===== config.mk =====
export PLATFORM = sky130hd
export DESIGN_NAME = reg_write_arbiter_flat
export DESIGN_NICKNAME = d
export VERILOG_FILES = /design/src/rtl/reg_write_arbiter_if.sv /design/src/rtl/reg_write_arbiter.sv /design/src/flat_wrapper.sv
export SDC_FILE = /design/constraint.sdc
export NUM_CORES = 1
export LEC_CHECK = 0
export ABC_AREA = 1
export CORE_UTILIZATION = 30
export CTS_CLUSTER_SIZE = 12
export DETAILED_ROUTE_END_ITERATION = 8
export PLACE_DENSITY = 0.56
export SYNTH_ARGS = -nofsm -noshare
export SYNTH_HDL_FRONTEND = slang
export SYNTH_SLANG_ARGS = --single-unit

===== constraint.sdc =====
create_clock -name clk -period 2.2 [get_ports clk]
set_input_delay 0.44 -clock clk [delete_from_list [all_inputs] [get_ports clk]]
set_output_delay 0.44 -clock clk [all_outputs]
set_load 0.005 [all_outputs]

===== src/rtl/reg_write_arbiter_if.sv =====
// reg_write_arbiter_if
//   Bundle between the requesters and the register write arbiter.
//   master : requester side (drives req/req_clr/req_data, sees grant/ack)
//   slave  : arbiter side (samples requests, drives grant/ack and the
//            register-facing load/I/reg_clear strobes plus busy)
interface reg_write_arbiter_if #(
    parameter int N_REQ = 4,
    parameter int WIDTH = 4
);
    logic [N_REQ-1:0]       req;
    logic [N_REQ-1:0]       req_clr;
    logic [N_REQ*WIDTH-1:0] req_data;
    logic [N_REQ-1:0]       grant;
    logic                   ack;
    logic                   load;
    logic [WIDTH-1:0]       I;
    logic                   reg_clear;
    logic                   busy;

    modport master (
        output req, req_clr, req_data,
        input  grant, ack, load, I, reg_clear, busy
    );

    modport slave (
        input  req, req_clr, req_data,
        output grant, ack, load, I, reg_clear, busy
    );
endinterface


===== src/rtl/reg_write_arbiter.sv =====
// reg_write_arbiter
//   Shares one WIDTH-bit load/clear register between N_REQ requesters.
//   One winner per transaction; every transaction is IDLE -> WRITE -> ACK,
//   so the register sees a single-cycle load or clear strobe and the winner
//   gets a one-cycle ack while the register already holds the new value.
//
//   Ports:
//     clk    rising-edge clock (shared with the register)
//     clear  synchronous active-high controller reset
//     bus    reg_write_arbiter_if.slave: req/req_clr/req_data in,
//            grant/ack/load/I/reg_clear/busy out (all registered)
//
//   Build option: REG_ARB_FIXED_PRIO_EN
//     defined   -> fixed priority, lowest requesting index wins
//     undefined -> round-robin starting at a rotating pointer (default)
module reg_write_arbiter #(
    parameter int N_REQ = 4,
    parameter int WIDTH = 4
) (
    input  logic               clk,
    input  logic               clear,
    reg_write_arbiter_if.slave bus
);
    localparam int IW = (N_REQ > 1) ? $clog2(N_REQ) : 1;

    typedef enum logic [1:0] {IDLE, WRITE, ACK} state_t;

    state_t           state;
    logic [N_REQ-1:0] grant_q;
    logic             ack_q;
    logic             load_q;
    logic [WIDTH-1:0] i_q;
    logic             reg_clear_q;
    logic             busy_q;

    logic             win_vld;
    logic [IW-1:0]    win_idx;
    int               k;

`ifdef REG_ARB_FIXED_PRIO_EN
    // Lowest set index wins; no rotation state.
    always_comb begin
        win_vld = 1'b0;
        win_idx = '0;
        k       = 0;
        for (int i = 0; i < N_REQ; i++) begin
            k = i;
            if (!win_vld && bus.req[k]) begin
                win_vld = 1'b1;
                win_idx = IW'(k);
            end
        end
    end
`else
    logic [IW-1:0] ptr;
    logic [IW-1:0] ptr_nxt;

    // Search p, p+1, ... wrapping at N_REQ; first set request wins.
    always_comb begin
        win_vld = 1'b0;
        win_idx = '0;
        k       = 0;
        for (int i = 0; i < N_REQ; i++) begin
            k = int'(ptr) + i;
            if (k >= N_REQ) k = k - N_REQ;
            if (!win_vld && bus.req[k]) begin
                win_vld = 1'b1;
                win_idx = IW'(k);
            end
        end
    end

    assign ptr_nxt = (win_idx == IW'(N_REQ - 1)) ? '0 : win_idx + 1'b1;

    always_ff @(posedge clk) begin
        if (clear)
            ptr <= '0;
        else if (state == IDLE && win_vld)
            ptr <= ptr_nxt;
    end
`endif

    // Op and data are captured straight into the output registers at
    // arbitration, so later requester activity cannot disturb the strobe.
    always_ff @(posedge clk) begin
        if (clear) begin
            state       <= IDLE;
            grant_q     <= '0;
            ack_q       <= 1'b0;
            load_q      <= 1'b0;
            i_q         <= '0;
            reg_clear_q <= 1'b0;
            busy_q      <= 1'b0;
        end else begin
            case (state)
                IDLE: begin
                    if (win_vld) begin
                        state       <= WRITE;
                        busy_q      <= 1'b1;
                        grant_q     <= N_REQ'(1) << win_idx;
                        reg_clear_q <= bus.req_clr[win_idx];
                        load_q      <= !bus.req_clr[win_idx];
                        i_q         <= bus.req_clr[win_idx] ? '0
                                     : bus.req_data[int'(win_idx)*WIDTH +: WIDTH];
                    end
                end
                WRITE: begin
                    state       <= ACK;
                    load_q      <= 1'b0;
                    reg_clear_q <= 1'b0;
                    i_q         <= '0;
                    ack_q       <= 1'b1;
                end
                ACK: begin
                    state   <= IDLE;
                    ack_q   <= 1'b0;
                    grant_q <= '0;
                    busy_q  <= 1'b0;
                end
                default: begin
                    state       <= IDLE;
                    grant_q     <= '0;
                    ack_q       <= 1'b0;
                    load_q      <= 1'b0;
                    i_q         <= '0;
                    reg_clear_q <= 1'b0;
                    busy_q      <= 1'b0;
                end
            endcase
        end
    end

    assign bus.grant     = grant_q;
    assign bus.ack       = ack_q;
    assign bus.load      = load_q;
    assign bus.I         = i_q;
    assign bus.reg_clear = reg_clear_q;
    assign bus.busy      = busy_q;

endmodule

===== src/flat_wrapper.sv =====
// flat-port wrapper written by rule: the top's interface ports become plain ports
module reg_write_arbiter_flat 
#(
    parameter int N_REQ = 4,
    parameter int WIDTH = 4
)
  (clk, clear, bus_req, bus_req_clr, bus_req_data, bus_grant, bus_ack, bus_load, bus_I, bus_reg_clear, bus_busy);
  reg_write_arbiter_if #(.N_REQ(N_REQ), .WIDTH(WIDTH)) bus_i ();
  input  logic clk;
  input  logic clear;
  input wire logic [$bits(bus_i.req)-1:0] bus_req;
  input wire logic [$bits(bus_i.req_clr)-1:0] bus_req_clr;
  input wire logic [$bits(bus_i.req_data)-1:0] bus_req_data;
  output wire logic [$bits(bus_i.grant)-1:0] bus_grant;
  output wire logic [$bits(bus_i.ack)-1:0] bus_ack;
  output wire logic [$bits(bus_i.load)-1:0] bus_load;
  output wire logic [$bits(bus_i.I)-1:0] bus_I;
  output wire logic [$bits(bus_i.reg_clear)-1:0] bus_reg_clear;
  output wire logic [$bits(bus_i.busy)-1:0] bus_busy;
  assign bus_i.req = bus_req;
  assign bus_i.req_clr = bus_req_clr;
  assign bus_i.req_data = bus_req_data;
  assign bus_grant = bus_i.grant;
  assign bus_ack = bus_i.ack;
  assign bus_load = bus_i.load;
  assign bus_I = bus_i.I;
  assign bus_reg_clear = bus_i.reg_clear;
  assign bus_busy = bus_i.busy;
  reg_write_arbiter #(.N_REQ(N_REQ), .WIDTH(WIDTH)) u_core (.clk(clk), .clear(clear), .bus(bus_i));
endmodule

==> metrics <==
RSZ-0062 raised after global routing false; Core ar. 3770 um^2; DIE HEIGHT 65.5 um; WP depth 12; hold_sp u_core.bus.busy$_SDFFE_PP0P_; total CTS buffers 3; Slew @ Worst Pin 349 ps; startpoint class of the critical path primary input; max layer used met4; postcts setup bufs 0; leakage 0.931 nW; P&R area growth vs syn 44.8%; CP Cell Sequence clkdlybuf4s50_1, inv_1, nand2_2, nand3_1, nand2_2, nor2_4, nand3_2, nand3_2, inv_1, ha_1, o21ai_0, a21oi_1; final wirelength 2770 um; RR Endpoint u_core.ptr[1]$_SDFFE_PP0P_; global-route wire length before repair 4770 um; Yosys reg bits 16; syn avg cell area 6.37 um^2; Mapped Cells 190; DRC viols 0; Max stage delay on crit path 420 ps; commonest non-fill, non-tap cells in the layout 67 x nand2_1, 37 x clkdlybuf4s50_1, 29 x inv_1; largest area contributor in the netlist dfxtp_1; synthesized cell area 1210 um^2; initial antenna violation count 0; Setup TNS Final 0 ps; Cell Rows 22; Boundary Pins 38; Final Util 0.465; count of final setup violators 0; die area 4300 um^2; Max Root-Sink Buffers 2; drt pass-1 iters 4; largest net degree at the start of global routing 11; via count 1,271; metal3 WL 113 um; final hold slack 446 ps; clk_lat worst skew 240 ps; Final nets 273; R2R setup slack 340 ps; HP Class flop to flop; Post-CTS Resized 0; Cell variety after synth 20; Initial Util 0.321; htree depth 1; worst reg-to-reg path cell count 12; Crit path max-delay family simple AND/OR/NAND/NOR gates; fin crit period 2010 ps; Routed Antenna Nets 0; CP Buf/Inv Count 3; max-slew violations 0; Port Buf Inserts 37; most common cell after layout, fill and taps aside nand2_1; slowest CP cell clkdlybuf4s50_1; Starting DRT DRC Count 33; DPL Wire Length 2340 um; FF-to-FF Start u_core.ptr[1]$_SDFFE_PP0P_; crit-path max FO 6; vias per cell 4.40; Peak Freq 496 MHz; top cell type's share of synthesized area 0.264; P per Cell Area 1440 nW/um^2; clock transition at the registers of the reported paths 60 ps; Worst Slack Setup Final 186 ps; Max Cap Viol 0; wl on met1 1380 um; Final GP Congestion 0.847; Layout Skew 1.93 ps; share of layout cells above drive strength 1 0.174; yosys warns 0; die width 65.5 um; Crit. End Element flop; final hold vios 0; CTS tree built; CTS sink count 16; met2 WL post-DR 1260 um; crit path DAT 2150 ps; Max VDD drop 647 uV; cts hold-fix bufs 0; headroom to the max-slew limit 0.767; number of global-route vias before repair 1,105; grt ovf 0; Cells on Worst Hold Path 2; GRT Total Usage 0.140; WL/cell 9.57 um; Final period util 0.916; Worst Hold Path EP u_core.bus.busy$_SDFFE_PP0P_; Worst Path Required 2330 ps; critical path class primary input to flop; Root Buffer clkbuf_8; diode count 0; pre-CTS setup slack -78.3 ps; syn_nets 220; Synth area leaders dfxtp_1 26%, nand2_1 21%, inv_1 9.0%; status finished, final reports clean; Seq/Total Area, Yosys 0.264
layout make-up:
class / instances / area, um^2
inverters: 35 / 131
fillers: 400 / 2020
clock buffers: 3 / 41.3
multi-input cells: 136 / 726
repair buffers: 51 / 475
flip-flops and latches: 16 / 320
well taps: 48 / 60.1
flip-flops by register name, summed over array words and instances, names as in the netlist:
signal and count:
u_core.bus.I 4, u_core.bus.ack 1, u_core.bus.grant 4, u_core.bus.reg_clear 1, u_core.bus.busy 1, u_core.ptr 2
u_core.bus.load 1, u_core.state 2
stage by stage:
stage / area, um^2 / instances / total power [mW]
finish: 1750 / 289 / 2.52
global route: 1750 / 289 / 2.81
CTS: 1750 / 289 / 2.55
detailed placement: 1710 / 286 / 2.34
global placement: 1710 / 286 / 2.35
floorplan: 1210 / 190 / 1.68
layer usage:
metal | track usage | up-vias
met5 | 0 | -
met2 | 0.231 | 33
met3 | 0.0226 | 2
li1 | - | 699
met1 | 0.190 | 537
met4 | 0.0326 | 0
synthesized netlist by cell type, drive strengths merged:
library cell	number
a21oi	2
a31oi	1
buf	3
clkinv	1
dfxtp	16
ha	4
inv	34
nand2	78
nand3	28
nand4	11
nor2	8
o21a	1
o21ai	3
worst max path at each step:
stage | slack, ps | from | end
finish | 190 | bus_req[3] | u_core.ptr[1]$_SDFFE_PP0P_
floorplan | 420 | bus_req[3] | u_core.ptr[1]$_SDFFE_PP0P_
detailed placement | -80 | bus_req[3] | u_core.ptr[1]$_SDFFE_PP0P_
CTS | 180 | bus_req[2] | u_core.ptr[1]$_SDFFE_PP0P_
global placement | -60 | bus_req[1] | u_core.ptr[1]$_SDFFE_PP0P_
global route | 10 | bus_req[2] | u_core.ptr[1]$_SDFFE_PP0P_
kinds of logic after synthesis:
kind of cell | Yosys count | share of synthesized area
adder cells (fa/ha/maj) | 4 | 0.0413
buffers and inverters | 38 | 0.136
flip-flops | 16 | 0.264
AND/OR/NAND/NOR | 125 | 0.526
AO/OA/AOI/OAI | 7 | 0.0320
worst reg2reg max path, stage by stage (launching register included):
cell and delay [ps]:
dfxtp_1 430, inv_2 110, nand2_2 90, nand2_4 70, nand2_2 60, nand2_1 90
nor2_4 120, nand3_2 110, nand3_2 140, inv_1 70, ha_1 260, o21ai_0 150
a21oi_1 50
power breakdown:
part / switching (mW) / internal, mW
Sequential: 0.0689 / 0.408
Clock: 0.0883 / 0.121
Combinational: 1.03 / 0.809
Total: 1.18 / 1.34
Note: power is estimated with default switching activity, not from simulation.
